**src/rtl/vm_pkg.sv**
```systemverilog
// Shared definitions for the voting-machine ballot driver, the machine itself and its benches.
package vm_pkg;

    localparam int NUM_CAND = 4;
    localparam int CNT_W    = 8;

    typedef logic [1:0] cand_t;

    typedef enum logic [2:0] {
        IDLE    = 3'd0,
        PRESS   = 3'd1,
        SETTLE  = 3'd2,
        RELEASE = 3'd3,
        GAP     = 3'd4
    } ballot_state_t;

    function automatic logic [NUM_CAND-1:0] cand_onehot(input cand_t c);
        return 4'b0001 << c;
    endfunction

    function automatic int max3(input int a, input int b, input int c);
        int m;
        m = (a > b) ? a : b;
        return (m > c) ? m : c;
    endfunction

endpackage

```
**src/rtl/ballot_timer.sv**
```systemverilog
// Loadable down-counter for the ballot driver; o_done is high while the count sits at zero.
module ballot_timer #(
    parameter int W = 4
) (
    input  logic         i_clock,
    input  logic         i_reset,
    input  logic         i_load,
    input  logic [W-1:0] i_load_val,
    output logic         o_done
);

    logic [W-1:0] r_count;

    // Count register: load wins, otherwise decrement and park at zero.
    always_ff @(posedge i_clock) begin
        if (i_reset) begin
            r_count <= '0;
        end else if (i_load) begin
            r_count <= i_load_val;
        end else if (r_count != '0) begin
            r_count <= r_count - W'(1);
        end else begin
            r_count <= r_count;
        end
    end

    assign o_done = (r_count == '0);

endmodule

```
**src/rtl/vote_ballot_driver.sv**
```systemverilog
// Command front end for the voting machine panel: turns vote/read commands into clean,
// correctly timed mode/button sequences and returns sampled tallies on a response strobe.
module vote_ballot_driver #(
    parameter int PRESS_CYCLES  = 11,
    parameter int GAP_CYCLES    = 4,
    parameter int SETTLE_CYCLES = 3,
    parameter int CNT_W         = vm_pkg::CNT_W
) (
    input  logic             clock,
    input  logic             reset,
    input  logic             cmd_valid,
    output logic             cmd_ready,
    input  logic             cmd_read,
    input  logic [1:0]       cmd_cand,
    output logic             mode,
    output logic             button1,
    output logic             button2,
    output logic             button3,
    output logic             button4,
    input  logic [CNT_W-1:0] led,
    output logic             rsp_valid,
    output logic [CNT_W-1:0] rsp_data,
    output logic             busy
);
    import vm_pkg::*;

    localparam int TW = $clog2(max3(PRESS_CYCLES, SETTLE_CYCLES, GAP_CYCLES) + 1);
    localparam logic [TW-1:0] PRESS_LOAD  = TW'(PRESS_CYCLES - 1);
    localparam logic [TW-1:0] SETTLE_LOAD = TW'(SETTLE_CYCLES - 1);
    localparam logic [TW-1:0] GAP_LOAD    = (GAP_CYCLES > 0) ? TW'(GAP_CYCLES - 1) : '0;
    localparam logic          HAS_GAP     = (GAP_CYCLES > 0);

    ballot_state_t     r_state;
    ballot_state_t     w_state_next;
    cand_t             r_cand;
    cand_t             w_cand_next;
    logic              r_mode;
    logic [3:0]        r_buttons;
    logic              r_rsp_valid;
    logic [CNT_W-1:0]  r_rsp_data;

    logic              w_xfer;
    logic              w_load;
    logic [TW-1:0]     w_load_val;
    logic              w_done;
    logic              w_mode_next;
    logic [3:0]        w_buttons_next;
    logic              w_rsp_valid_next;
    logic [CNT_W-1:0]  w_rsp_data_next;

    assign w_xfer = cmd_valid & cmd_ready;

    ballot_timer #(.W(TW)) u_timer (
        .i_clock    (clock),
        .i_reset    (reset),
        .i_load     (w_load),
        .i_load_val (w_load_val),
        .o_done     (w_done)
    );

    // Next-state and timer-load decode.
    always_comb begin
        w_state_next = r_state;
        w_load       = 1'b0;
        w_load_val   = '0;
        case (r_state)
            IDLE: begin
                if (w_xfer && cmd_read) begin
                    w_state_next = SETTLE;
                    w_load       = 1'b1;
                    w_load_val   = SETTLE_LOAD;
                end else if (w_xfer) begin
                    w_state_next = PRESS;
                    w_load       = 1'b1;
                    w_load_val   = PRESS_LOAD;
                end else begin
                    w_state_next = IDLE;
                end
            end
            PRESS: begin
                if (w_done) begin
                    w_state_next = HAS_GAP ? GAP : IDLE;
                    w_load       = HAS_GAP;
                    w_load_val   = GAP_LOAD;
                end else begin
                    w_state_next = PRESS;
                end
            end
            SETTLE: begin
                if (w_done) begin
                    w_state_next = RELEASE;
                end else begin
                    w_state_next = SETTLE;
                end
            end
            RELEASE: begin
                w_state_next = HAS_GAP ? GAP : IDLE;
                w_load       = HAS_GAP;
                w_load_val   = GAP_LOAD;
            end
            GAP: begin
                if (w_done) begin
                    w_state_next = IDLE;
                end else begin
                    w_state_next = GAP;
                end
            end
            default: begin
                w_state_next = IDLE;
            end
        endcase
    end

    // Outputs are decoded from the next state so the panel pins come straight off flops.
    always_comb begin
        w_cand_next      = w_xfer ? cand_t'(cmd_cand) : r_cand;
        w_mode_next      = 1'b0;
        w_buttons_next   = 4'b0000;
        w_rsp_valid_next = 1'b0;
        case (w_state_next)
            PRESS: begin
                w_buttons_next = cand_onehot(w_cand_next);
            end
            SETTLE: begin
                w_mode_next    = 1'b1;
                w_buttons_next = cand_onehot(w_cand_next);
            end
            RELEASE: begin
                w_mode_next      = 1'b1;
                w_rsp_valid_next = 1'b1;
            end
            default: begin
                w_mode_next = 1'b0;
            end
        endcase
        // led is only trustworthy on the last held cycle, while the button still selects it.
        if ((r_state == SETTLE) && w_done) begin
            w_rsp_data_next = led;
        end else begin
            w_rsp_data_next = r_rsp_data;
        end
    end

    // State, captured command and registered panel/response outputs.
    always_ff @(posedge clock) begin
        if (reset) begin
            r_state     <= IDLE;
            r_cand      <= 2'd0;
            r_mode      <= 1'b0;
            r_buttons   <= 4'b0000;
            r_rsp_valid <= 1'b0;
            r_rsp_data  <= '0;
        end else begin
            r_state     <= w_state_next;
            r_cand      <= w_cand_next;
            r_mode      <= w_mode_next;
            r_buttons   <= w_buttons_next;
            r_rsp_valid <= w_rsp_valid_next;
            r_rsp_data  <= w_rsp_data_next;
        end
    end

    assign cmd_ready = (r_state == IDLE) & ~reset;
    assign busy      = (r_state != IDLE);
    assign mode      = r_mode;
    assign button1   = r_buttons[0];
    assign button2   = r_buttons[1];
    assign button3   = r_buttons[2];
    assign button4   = r_buttons[3];
    assign rsp_valid = r_rsp_valid;
    assign rsp_data  = r_rsp_data;

endmodule

```
**config.mk**
```make
export PLATFORM = sky130hd
export DESIGN_NAME = vote_ballot_driver
export DESIGN_NICKNAME = d
export VERILOG_FILES = /design/src/rtl/vm_pkg.sv /design/src/rtl/ballot_timer.sv /design/src/rtl/vote_ballot_driver.sv
export SDC_FILE = /design/constraint.sdc
export NUM_CORES = 1
export LEC_CHECK = 0
export CORE_MARGIN = 8
export CORE_UTILIZATION = 33
export CTS_CLUSTER_SIZE = 24
export DETAILED_ROUTE_END_ITERATION = 8
export GPL_TIMING_DRIVEN = 0
export PLACE_DENSITY_LB_ADDON = 0.05
export SLEW_MARGIN = 20
export SYNTH_ARGS = -nofsm -noshare
export SYNTH_HDL_FRONTEND = slang
export SYNTH_HIERARCHICAL = 1
export SYNTH_SLANG_ARGS = --single-unit
export TNS_END_PERCENT = 50
```
**constraint.sdc**
```tcl
create_clock -name clock -period 5.7 [get_ports clock]
set_input_delay 1.14 -clock clock [delete_from_list [all_inputs] [get_ports clock]]
set_output_delay 1.14 -clock clock [all_outputs]
set_load 0.05 [all_outputs]
```
==> flow_metrics.env, run 1 <==
export IMPL_status="completed"
export IMPL_globalplace_congestion=0.7572
export IMPL_swShare=0.3943
export IMPL_drt_initial_drc_count=28
export IMPL_io_pins=30
export IMPL_yosys_warnings=6
export IMPL_placed_cells=188
export IMPL_yosys_area_top_type="dfxtp_1"
export IMPL_power_frac_clock=0.139
export IMPL_p_total_mw=0.5468
export IMPL_p_seq_frac=0.377
export IMPL_cp_cell_sequence="clkdlybuf4s50_1 -> or4_4 -> buf_6 -> inv_2 -> clkdlybuf4s50_1"
export IMPL_crit_path_max_incr_delay_ns=0.83
export IMPL_clk_pin_slew_ns=0.12
export IMPL_die_x_um=73
export IMPL_crit_type="in2out"
export IMPL_vias=929
export IMPL_rows=20
export IMPL_crit_top_cell="clkdlybuf4s50_1"
export IMPL_ys_ff_latch=23
export IMPL_grt_pass1_wl_um=3960
export IMPL_clk_latency_ns=0.31
export IMPL_power_frac_comb=0.484
export IMPL_tightest_slew_ns=0.5877
export IMPL_cellLeakagePower_nw=0.5164
export IMPL_layout_commonest_cell="clkdlybuf4s50_1"
export IMPL_yosysTopAreaCellShare=0.4294
export IMPL_cp_max_fo=10
export IMPL_overflow=0
export IMPL_syn_num_nets=131
export IMPL_synthToLayoutAreaGrowth_pct=33.72
export IMPL_final_hold_viol_count=0
export IMPL_cts_tree="done"
export IMPL_period_minus_slack_ns=4.450
export IMPL_core_area_um2=3078
export IMPL_first_pass_iters=4
export IMPL_final_area_um2=1434
export IMPL_arrival_ns=3.31
export IMPL_seq_area_frac_synth=0.4294
export IMPL_fin_tns_setup_ns=0
export IMPL_cts_buffers=3
export IMPL_power_switching_mw=0.2156
export IMPL_fin_skew_ns=0.007288
export IMPL_end_kind="output port"
export IMPL_rsz0062_at_grt="false"
export IMPL_final_cell_mix="28 x clkdlybuf4s50_1, 23 x dfxtp_1, 10 x nor2_1, 8 x mux2i_1"
export IMPL_avgSynthCellArea_um2=9.244
export IMPL_wl_per_cell_um=12.48
export IMPL_syn_instance_count=116
export IMPL_dp_hpwl_um=1788
export IMPL_postCtsSetupBuffers=0
export IMPL_grt_pass1_vias=884
export IMPL_drtAntennaViolNets=0
export IMPL_synthDistinctLibCells=39
export IMPL_powerDensity_nw_per_um2=381.3
export IMPL_drv_slew=0
export IMPL_crit_required_ns=4.56
export IMPL_track_usage=0.09312
export IMPL_die_y_um=73
export IMPL_clock_fmax_mhz=224.7
export IMPL_period_share=0.7807
export IMPL_hold_class="reg2reg"
export IMPL_dieArea_um2=5329
export IMPL_grt_antenna_before_repair=0
export IMPL_drc_errors=0
export IMPL_slowest_stage="clkdlybuf4s50_1"
export IMPL_drive_gt1_frac=0.09459
export IMPL_postRouteWirelength_um=2396
export IMPL_ir_drop_mv=0.1836
export IMPL_io_buffers=28
export IMPL_synthTopCellsByArea="dfxtp_1 43%, mux2i_1 7.5%, nor2_1 3.5%"
export IMPL_diodes=0
export IMPL_grt_max_degree=13
export IMPL_clockBufferDepth=2
export IMPL_placed_cell_area_um2=1408
export IMPL_cap_violations=0
export IMPL_finalSetupViolations=0
export IMPL_reg2reg_slack_ns=3.39
export IMPL_p_int_mw=0.3312
export IMPL_cp_start_kind="primary input"
export IMPL_start_util=0.3484
export IMPL_fin_nets=164
export IMPL_synthesis_area_um2=1072
export IMPL_numClockSinks=23
export IMPL_cts_root_buf="clkbuf_4"
export IMPL_via_per_inst=4.839
export IMPL_timing_slew_headroom=0.6082
export IMPL_htreeDepth=1
export IMPL_cts_hold_buf=0
export IMPL_cts_resized=0
export IMPL_final_cells=192
## power by group through the flow
stage / clock network, mW / logic (mW) / registers [mW]
4_1_cts: 0.0820 / 0.267 / 0.207
3_5_place_dp: 0 / 0.266 / 0.210
2_1_floorplan: 0 / 0.164 / 0.245
6_report: 0.0758 / 0.265 / 0.206
3_3_place_gp: 0 / 0.262 / 0.209
5_1_grt: 0.0875 / 0.286 / 0.210
## stage by stage
step	hold slack, ns	utilization	setup WS, ns
after floorplan	0.4820	-	2.645
after global placement	0.4731	0.4573	1.257
after detailed placement	0.4855	0.4573	1.229
after CTS	0.5186	0.4659	1.223
after global routing	0.5331	0.4659	1.176
final	0.5096	0.4659	1.250
## kinds of logic after synthesis
| family | synth area share |
|---|---|
| AOI/OAI and AO/OA | 0.1377 |
| xor gates and xnor gates | 0.01634 |
| adders and majority gates | 0.01167 |
| buffers and inverters | 0.06301 |
| DFF | 0.4294 |
| muxes | 0.08518 |
| other | 0.003497 |
| and+or+nand+nor | 0.2532 |
## cell usage after synthesis (all sizes together)
master	count
nor3	5
xnor2	2
inv	7
mux2	1
or2	2
o32ai	1
nand3	2
o22ai	2
dfxtp	23
a21o	1
clkbuf	5
and3b	2
a221oi	4
nand2b	2
conb	1
nand4	1
a21oi	5
a21boi	1
nand2	6
nor2	10
or3	2
nor3b	2
or4	3
o21ai	6
ha	1
nor2b	4
buf	2
o211ai	2
nor4bb	1
nand4b	2
mux2i	8
## metal layers
layer  part of all wire  vias up  GRT usage
li1                   -      473          -
met1               0.48      428     0.1088
met2               0.45       26     0.1519
met3              0.056        2    0.02747
met4             0.0079        0    0.04222
met5                  0        -          0
## registers in the layout, summed over array words and instances (netlist names)
signal           flops
rsp_data             8
r_buttons            4
u_timer/r_count      4
r_state              3
r_cand               2
mode                 1
rsp_valid            1
## cell type report
class,count,area [µm²]
Fill cell,322,1644
Clock buffer,4,26.28
Timing Repair Buffer,28,280.3
Tap cell,44,55.05
Inverter,7,26.28
Multi-Input combinational cell,79,544.3
Buffer,7,41.29
Sequential cell,23,460.4
## worst max-delay path, delay by kind of cell
| kind | cells | cell delay, ns |
|---|---|---|
| buf+inv | 4 | 1.68 |
| simple gates | 1 | 0.49 |
## worst paths after layout
| path | start | end | depth (start not counted) |
|---|---|---|---|
| min | rsp_data[1]$_SDFFE_PP0P_ | rsp_data[1]$_SDFFE_PP0P_ | 2 |
| min reg2reg | rsp_data[1]$_SDFFE_PP0P_ | rsp_data[1]$_SDFFE_PP0P_ | 2 |
| max | reset | cmd_ready | 5 |
| max reg2reg | u_timer/r_count[0]$_SDFFE_PP0P_ | rsp_data[4]$_SDFFE_PP0P_ | 7 |
No activity file was read; power rests on OpenSTA's default activity.
==> inputs of run 2 (changes only) <==
- clock period: 5.7 -> 4.53 ns (I/O delays scaled with it)
==> results of run 2 <==
The final DEF is identical to that of run 1. Status: completed.
Main changes from that run: setup slack after placement 1.229 ns -> 0.5273 ns; setup slack after layout 1.250 ns -> 0.5480 ns; register-to-register setup slack 3.39 ns -> 2.22 ns; total power 0.5468 mW -> 0.6880 mW; worst IR drop on VDD 0.1836 mV -> 0.2310 mV
